## src/rtl/elevator_call_scheduler.sv

```systemverilog
// rtl/elevator_call_scheduler.sv - SCAN call scheduler driving floor_request to the elevator controller
//
// Purpose: latches hall/car call buttons into a pending bitmap, picks the next
// target with a keep-direction SCAN policy, watches the controller for arrival,
// clears the served call and dwells before selecting again. One per car.
//
// Ports:
//   i_clk             clock, rising edge
//   i_rst             asynchronous active-high reset
//   i_call_btn        raw button levels, bit i = floor i (rising edge = new call)
//   i_emergency_stop  freezes the FSM while high; calls are still captured
//   i_ctrl_state      controller state: 00 idle, 01 up, 10 down, 11 open
//   i_current_floor   controller current floor
//   i_door_open       controller door flag
//   o_floor_request   registered target floor to the controller
//   o_pending         registered pending-call bitmap
//   o_dir_up          registered SCAN direction, 1 = up
//   o_svc_pulse       one-cycle pulse when a call is cleared
//   o_service_count   saturating count of services (only with SCHED_STATS_EN)
//
// Build option: define SCHED_STATS_EN to add o_service_count.

module elevator_call_scheduler #(
  parameter int NUM_FLOORS       = 4,
  parameter int FLOOR_W          = 2,
  parameter int REQ_W            = 4,
  parameter int HOME_FLOOR       = 1,
  parameter int DWELL_CYCLES     = 8,
  parameter int DISPATCH_TIMEOUT = 16
) (
  input  logic                  i_clk,
  input  logic                  i_rst,
  input  logic [NUM_FLOORS-1:0] i_call_btn,
  input  logic                  i_emergency_stop,
  input  logic [1:0]            i_ctrl_state,
  input  logic [FLOOR_W-1:0]    i_current_floor,
  input  logic                  i_door_open,
  output logic [REQ_W-1:0]      o_floor_request,
  output logic [NUM_FLOORS-1:0] o_pending,
  output logic                  o_dir_up,
  output logic                  o_svc_pulse
`ifdef SCHED_STATS_EN
  ,
  output logic [15:0]           o_service_count
`endif
);

  typedef enum logic [2:0] {S_IDLE, S_SELECT, S_DISPATCH, S_TRAVEL, S_HOLD} state_t;

  localparam int TMAX    = (DWELL_CYCLES > DISPATCH_TIMEOUT) ? DWELL_CYCLES : DISPATCH_TIMEOUT;
  localparam int TIMER_W = $clog2(TMAX + 1);
  localparam logic [TIMER_W-1:0] DWELL_LAST = TIMER_W'(DWELL_CYCLES - 1);
  localparam logic [TIMER_W-1:0] DISP_LAST  = TIMER_W'(DISPATCH_TIMEOUT - 1);

  state_t                r_state;
  logic [TIMER_W-1:0]    r_timer;
  logic [NUM_FLOORS-1:0] r_pending;
  logic [NUM_FLOORS-1:0] r_btn_q;
  logic                  r_door_q;
  logic                  r_estop_q;
  logic                  r_dir_up;
  logic                  r_svc;
  logic [REQ_W-1:0]      r_floor_req;

  logic                  w_cf_ok;
  logic                  w_run;
  logic                  w_door_rise;
  logic                  w_cf_pending;
  logic                  w_above_found;
  logic                  w_below_found;
  logic [FLOOR_W-1:0]    w_above;
  logic [FLOOR_W-1:0]    w_below;
  logic                  w_clr_sel;
  logic                  w_clr_trav;
  logic [NUM_FLOORS-1:0] w_btn_rise;
  logic [NUM_FLOORS-1:0] w_clr_mask;
  logic [REQ_W-1:0]      w_cf_req;

  assign w_cf_ok      = int'(i_current_floor) < NUM_FLOORS;
  // The cycle emergency_stop drops is spent returning to S_IDLE, so it is not a run cycle.
  assign w_run        = !i_emergency_stop && !r_estop_q;
  assign w_door_rise  = i_door_open && !r_door_q;
  assign w_cf_pending = w_cf_ok && r_pending[i_current_floor];
  assign w_cf_req     = REQ_W'(i_current_floor);
  assign w_btn_rise   = i_call_btn & ~r_btn_q;

  // Nearest pending call strictly above / below the current floor.
  always_comb begin
    w_above_found = 1'b0;
    w_above       = '0;
    w_below_found = 1'b0;
    w_below       = '0;
    for (int i = NUM_FLOORS - 1; i >= 0; i--) begin
      if (r_pending[i] && i > int'(i_current_floor)) begin
        w_above_found = 1'b1;
        w_above       = FLOOR_W'(i);
      end
    end
    for (int i = 0; i < NUM_FLOORS; i++) begin
      if (r_pending[i] && i < int'(i_current_floor)) begin
        w_below_found = 1'b1;
        w_below       = FLOOR_W'(i);
      end
    end
  end

  assign w_clr_sel  = w_run && (r_state == S_SELECT) && w_cf_pending;
  assign w_clr_trav = w_run && w_cf_ok && (r_state == S_TRAVEL) && w_door_rise &&
                      (i_ctrl_state == 2'b11);
  assign w_clr_mask = (w_clr_sel || w_clr_trav) ? (NUM_FLOORS'(1) << i_current_floor) : '0;

  always_ff @(posedge i_clk or posedge i_rst) begin
    if (i_rst) begin
      r_state     <= S_IDLE;
      r_timer     <= '0;
      r_pending   <= '0;
      r_btn_q     <= '0;
      r_door_q    <= 1'b0;
      r_estop_q   <= 1'b0;
      r_dir_up    <= 1'b1;
      r_svc       <= 1'b0;
      r_floor_req <= REQ_W'(HOME_FLOOR);
    end else begin
      r_btn_q   <= i_call_btn;
      r_door_q  <= i_door_open;
      r_estop_q <= i_emergency_stop;
      // A clear in the same cycle as a new edge on that floor wins.
      r_pending <= (r_pending | w_btn_rise) & ~w_clr_mask;
      r_svc     <= w_clr_sel || w_clr_trav;
      if (!i_emergency_stop) begin
        if (r_estop_q || !w_cf_ok) begin
          r_state <= S_IDLE;
        end else begin
          case (r_state)
            S_IDLE: begin
              r_floor_req <= w_cf_req;
              if (|r_pending) r_state <= S_SELECT;
            end
            S_SELECT: begin
              r_timer <= '0;
              if (w_cf_pending) begin
                r_floor_req <= w_cf_req;
                r_state     <= S_HOLD;
              end else if (w_above_found && (r_dir_up || !w_below_found)) begin
                r_floor_req <= REQ_W'(w_above);
                r_dir_up    <= 1'b1;
                r_state     <= S_DISPATCH;
              end else if (w_below_found) begin
                r_floor_req <= REQ_W'(w_below);
                r_dir_up    <= 1'b0;
                r_state     <= S_DISPATCH;
              end else begin
                r_state <= S_IDLE;
              end
            end
            S_DISPATCH: begin
              // Only cycles with the controller sitting idle count toward the timeout.
              if (i_ctrl_state == 2'b01 || i_ctrl_state == 2'b10) begin
                r_state <= S_TRAVEL;
              end else if (i_ctrl_state == 2'b00) begin
                if (r_timer == DISP_LAST) r_state <= S_IDLE;
                else r_timer <= r_timer + 1'b1;
              end
            end
            S_TRAVEL: begin
              if (w_clr_trav) begin
                r_floor_req <= w_cf_req;
                r_timer     <= '0;
                r_state     <= S_HOLD;
              end
            end
            S_HOLD: begin
              r_floor_req <= w_cf_req;
              if (r_timer == DWELL_LAST) r_state <= S_IDLE;
              else r_timer <= r_timer + 1'b1;
            end
            default: r_state <= S_IDLE;
          endcase
        end
      end
    end
  end

  assign o_floor_request = r_floor_req;
  assign o_pending       = r_pending;
  assign o_dir_up        = r_dir_up;
  assign o_svc_pulse     = r_svc;

`ifdef SCHED_STATS_EN
  logic [15:0] r_service_count;

  always_ff @(posedge i_clk or posedge i_rst) begin
    if (i_rst) r_service_count <= '0;
    else if (r_svc && r_service_count != 16'hFFFF) r_service_count <= r_service_count + 16'd1;
  end

  assign o_service_count = r_service_count;
`endif

endmodule
```

## config.mk

```make
export PLATFORM = sky130hd
export DESIGN_NAME = elevator_call_scheduler
export DESIGN_NICKNAME = d
export VERILOG_FILES = /design/src/rtl/elevator_call_scheduler.sv
export SDC_FILE = /design/constraint.sdc
export NUM_CORES = 1
export LEC_CHECK = 0
export ABC_AREA = 1
export BUFFER_PORTS_ARGS = -buffer_cell sky130_fd_sc_hd__buf_2
export CAP_MARGIN = 20
export CORE_ASPECT_RATIO = 0.9
export CORE_MARGIN = 4
export CORE_UTILIZATION = 30
export CTS_CLUSTER_SIZE = 28
export DETAILED_ROUTE_END_ITERATION = 12
export MAX_ROUTING_LAYER = met4
export PLACE_DENSITY = 0.57
export SLEW_MARGIN = 30
export SYNTH_ARGS = -nofsm -noshare
export SYNTH_HDL_FRONTEND = slang
export SYNTH_SLANG_ARGS = --single-unit
```

## constraint.sdc

```tcl
create_clock -name i_clk -period 2.1 [get_ports i_clk]
set_input_delay 0.63 -clock i_clk [delete_from_list [all_inputs] [get_ports i_clk]]
set_output_delay 0.63 -clock i_clk [all_outputs]
set_load 0.05 [all_outputs]
```

* Word level (Yosys, flattened, before mapping)
Cells that the tools add are included.
** Word-level totals
- Register bits after elaboration :: 24
- Bits of input ports :: 12
- Output and inout bits :: 10
- Logic and storage cells :: 116
** Operators by class
- Add/subtract/negate cells :: 1
- $lt $le $gt $ge :: 7
- Equality and inequality tests :: 20
- Shifts and indexed selects :: 1
- Multiplexer cells :: 38
- Bitwise operators :: 8
- Reduce and logical (&&, ||, !) cells :: 32
** Operator list (number)
- 2-to-1 mux 5 bit :: 5
- 2-to-1 mux 3 bit :: 8
- 2-to-1 mux 4 bit :: 5
- one-hot mux 5 bit (4 select lines) :: 1
- one-hot mux 3 bit (5 select lines) :: 1
- logical AND 1 bit :: 14
- 2-to-1 mux 2 bit :: 6
- one-hot mux 4 bit (3 select lines) :: 1
- 2-to-1 mux 1 bit :: 10
- != test 2 bit (second input constant) :: 5
- AND reduction 5 bit :: 2
- != test 3 bit (second input constant) :: 3
- AND 4 bit :: 2
- != test 4 bit (second input constant) :: 2
- NOT 4 bit :: 2
- AND reduction 8 bit :: 1
- equality test 3 x 2 -> 1 bit (second input constant) :: 2
- AND reduction 6 bit :: 1
- adder 5 x 1 -> 5 bit (second input constant) :: 1
- equality test 5 x 3 -> 1 bit (second input constant) :: 1
- equality test 5 x 4 -> 1 bit (second input constant) :: 1
- equality test 2 bit (second input constant) :: 2
- > comparator 2 bit (first input constant) :: 2
- logical NOT 1 bit :: 4
- other kinds (20) :: 25

* Logic depth before layout (Yosys ltp)
- Depth after elaboration :: 12
- Gate-level depth with buffers :: 11
- Depth with buffers taken out :: 11

* Worst setup path after synthesis
No wires, ideal clock.
- Path type :: input-to-reg
- Start point :: in i_ctrl_state[0]
- End point :: reg r_timer[0]
- Setup time :: 0.065 ns
- Data arrival time :: 1.512 ns
- Required time :: 2.035 ns
- Setup slack :: 0.523 ns
- Stages :: 9
- Path buffers :: 0
- Cell sequence :: inv_1 -> ha_1 -> nand2_4 -> nand2_2 -> nor2_4 -> nand3_4 -> nor2_4 -> nand2_1 -> nand2_1
** Between the ends
- Word-level cells in the longest chain between the ends :: 4
- Elaborated cells between the ends (all ways) :: 10
- Those cells by class :: eq/ne (6); reduce/logical (4)
** RTL lines
- start, declared :: line 35 : input logic [1:0] i_ctrl_state,
- equality test 2 x 1 -> 1 bit (tied with other cells) :: line 158 : if (i_ctrl_state == 2'b01 || i_ctrl_state == 2'b10) begin
- logical OR 1 bit / logical AND 1 bit (equally long branches) :: line 158, 108
- != test 2 bit (no line)
- AND reduction 8 bit (no line) (*)
- end signal, assigned :: line 162 : else r_timer <= r_timer + 1'b1;
- end signal, assigned :: line 175 : else r_timer <= r_timer + 1'b1;
- end, declared :: line 56 : logic [TIMER_W-1:0] r_timer;
Every way passes the cells marked *; elsewhere a longest branch is shown, timed or not.
A chain may end at the register's enable or synchronous reset.

* Worst setup path in the final report
- Start point :: reg r_dir_up (netlist: o_dir_up)
- End point :: out o_dir_up
** RTL lines
- start, declared :: line 61 : logic r_dir_up;
- start signal, assigned :: line 120 : r_dir_up <= 1'b1;
- start signal, assigned :: line 146 : r_dir_up <= 1'b1;
- start signal, assigned :: line 150 : r_dir_up <= 1'b0;
- end, declared :: line 40 : output logic o_dir_up,
No word-level cell between the ends.

==> metrics.yaml <==
routing:
  remaining_drc_errors: 0
  first_iter_violations: 94
  drt-pass1-iter-count: 4
  dr_total_vias: 1167
  wl_per_cell_um: 10.7
  routed_via_density: 4.39
  route.final.wire_length_um: 2850
  antenna_violating_nets_post_route: 0
worst_setup_path:
  crit_buf_inv: 1
  setup.worst_path.start_class: "flop"
  critPathTopFamily: "flip-flops"
  criticalPathCategory: "reg -> out"
  timing.critical_path.slowest_stage_cell: "sky130_fd_sc_hd__dfstp_2"
  worstPathCellList: "buf_2"
  worstPathArrival_ns: 1.08
  cp-end-kind: "output port"
  path_max_fanout: 3
  max_stage_delay_ns: 0.55
  worst_ep_required_ns: 1.47
floorplan:
  fp-row-count: 23
  chipHeight_um: 72.3
  io-pin-count: 22
  die_x_um: 79.5
  core_region_area_um2: 4460
  initial_utilization: 0.309
  die_area_um2: 5750
clock_tree:
  ctsResizeCount: 0
  tritoncts_num_sinks: 22
  ctsLongestPathBuffers: 2
  cts_clock_pin_slew_for_the_worst_setup_and_hold_paths_ns: 0.09
  tritoncts.num_buffers: 3
  ctsHoldBuffers: 0
  tritoncts_clock_tree: "yes"
  worst_skew_pair.late_latency_ns: 0.27
  htree_num_levels: 1
  cts_post_setup_buffers_inserted: 0
  cts-root-buf: "sky130_fd_sc_hd__clkbuf_8"
grt:
  grt_pass1_vias: 1097
  grt_usage: 0.110
  antenna_violations_before_repair: 0
  grt_max_degree: 23
  grt-ovfl-total: 0
  grt_pass1_wl_um: 4890
cells_and_area:
  fillCellCount: 489
  sequential_cell_area_um2: 553
  multi_input_logic_area_um2: 679
  final_nets: 221
  finalInstanceArea_um2: 1600
  antenna_cells: 0
  drive_above_1_share: 0.260
  area.growth.synth_to_final_pct: 16.1
placed_design:
  place.port_buffers: 19
  detailedPlacementHpwl_um: 2180
  gp_routability_congestion: 0.935
  dpl-instance-area_um2: 1530
power_and_ir_drop:
  pwr_dens_nw_per_um2: 871
  worst_ir_drop_vdd_mv: 0.368
  power.static_leakage_uw: 0.000818
sta:
  hold_violation_count_in_the_final_report: 0
  grt_setup_unrepaired: "false"
  finalSetupViolations: 0
  pins_over_slew_limit: 0
  timing.final.crit_share: 0.812
  period_minus_ws_final_ns: 1.71
  timing.clock.skew_ns: 0.00462
  finalSetupTns_ns: 0
  final.hold.worst_slack_ns: 0.386
  fmax_mhz: 586
synth:
  netlist_area_um2: 1380
  postSynthCellCount: 183
  avgSynthCellArea_um2: 7.53
  synth.cells.most_frequent: "52 x sky130_fd_sc_hd__nand2_1, 24 x sky130_fd_sc_hd__inv_1, 20 x sky130_fd_sc_hd__dfrtp_1"
  synth.area.top_cells: "sky130_fd_sc_hd__dfrtp_1 36%, sky130_fd_sc_hd__nand2_1 14%, sky130_fd_sc_hd__inv_1 6.5%, sky130_fd_sc_hd__nand3_1 5.1%, sky130_fd_sc_hd__dfstp_2 3.8%"
  yosys.cell_count.top_type: "sky130_fd_sc_hd__nand2_1"
  netlist.top_cell.by_area: "sky130_fd_sc_hd__dfrtp_1"
  synth.yosys.warnings: 0
  yosysUniqueCellTypes: 26
  yosys.area.top_type_share: 0.363
  synth-async-reset-ratio: 1.00
  synth-seq-cells: 22
  synth_edf_count: 0
  synth_flop_cell: "sky130_fd_sc_hd__dfrtp_1"
  synth-seq-area-share: 0.401
worst_hold_path:
  worstHoldPathType: "in -> async"
outcome:
  outcome: "completed"
flow_run:
  max_cap_violations: 0
## cells by family (layout without fill, tap and decap cells)
| logic type | Yosys count | after routing | synth area share |
|---|---|---|---|
| buffers and inverters | 35 | 55 | 0.109 |
| other | 1 | 2 | 0.00272 |
| AO/OA/AOI/OAI | 19 | 19 | 0.0799 |
| AND/OR/NAND/NOR | 101 | 101 | 0.365 |
| adder cells (fa/ha/maj) | 4 | 4 | 0.0363 |
| flip-flops | 22 | 22 | 0.401 |
| XOR/XNOR | 1 | 1 | 0.00635 |
## metal layers
layer,vias to the layer above,GRT usage,wire [um]
li1,613,-,-
met1,523,0.158,1480
met2,29,0.158,1220
met3,2,0.0174,135
met4,0,0.0344,19
met5,-,-,0
## power breakdown
group / total (uW) / internal, uW / switching (uW)
Sequential: 535 / 488 / 47.2
Combinational: 456 / 127 / 328
Clock: 403 / 255 / 149
Total: 1390 / 870 / 524
## metrics by stage
stage	cells	setup WS, ns	power [uW]	util
floorplan	184	0.523	909	-
global placement	262	0.310	1000	0.343
detailed placement	262	0.322	1000	0.343
CTS	266	0.380	1410	0.359
global route	266	0.251	1480	0.359
finish	266	0.394	1390	0.359
## state kept, by name (all words and copies together), names as in the netlist, 2 cells and up
signal           count
o_floor_request      2
o_pending            4
r_btn_q              4
r_state              3
r_timer              5
## final cells by class
cell class	count	area share
clock buffer	3	0.0258
clock inverter	1	0.0188
inverter	31	0.0727
multi-input combinational	127	0.425
sequential	22	0.346
tap	62	0.0485
timing repair buffer	20	0.0641
## placed cells by master (no fill, tap or decap), drive strengths merged
master,instances
clkbuf,3
dfrtp,20
a31oi,3
conb,2
bufinv,1
inv,31
nand3b,2
buf,20
dfstp,2
nand4,3
nand2,59
xor2,1
or2,1
nand3,17
a21oi,10
ha,4
nor2,19
o21ai,6
## path summary, 6_finish.rpt
kind	from	endpoint	slack, ns	cells past startpoint
setup / recovery	o_dir_up$_DFFE_PP1P_	o_dir_up	0.39	1
hold / removal	i_rst	o_svc_pulse$_DFF_PP0_	0.39	3
setup reg to reg	r_timer[0]$_DFFE_PP0P_	r_timer[4]$_DFFE_PP0P_	0.43	11
hold reg to reg	r_timer[4]$_DFFE_PP0P_	r_timer[4]$_DFFE_PP0P_	0.49	2
max in group asynchronous	i_rst	o_floor_request[0]$_DFFE_PP1P_	1.43	3
min in group i_clk	i_call_btn[3]	r_btn_q[3]$_DFF_PP0_	0.48	1
(Power assumes the default switching activity.)
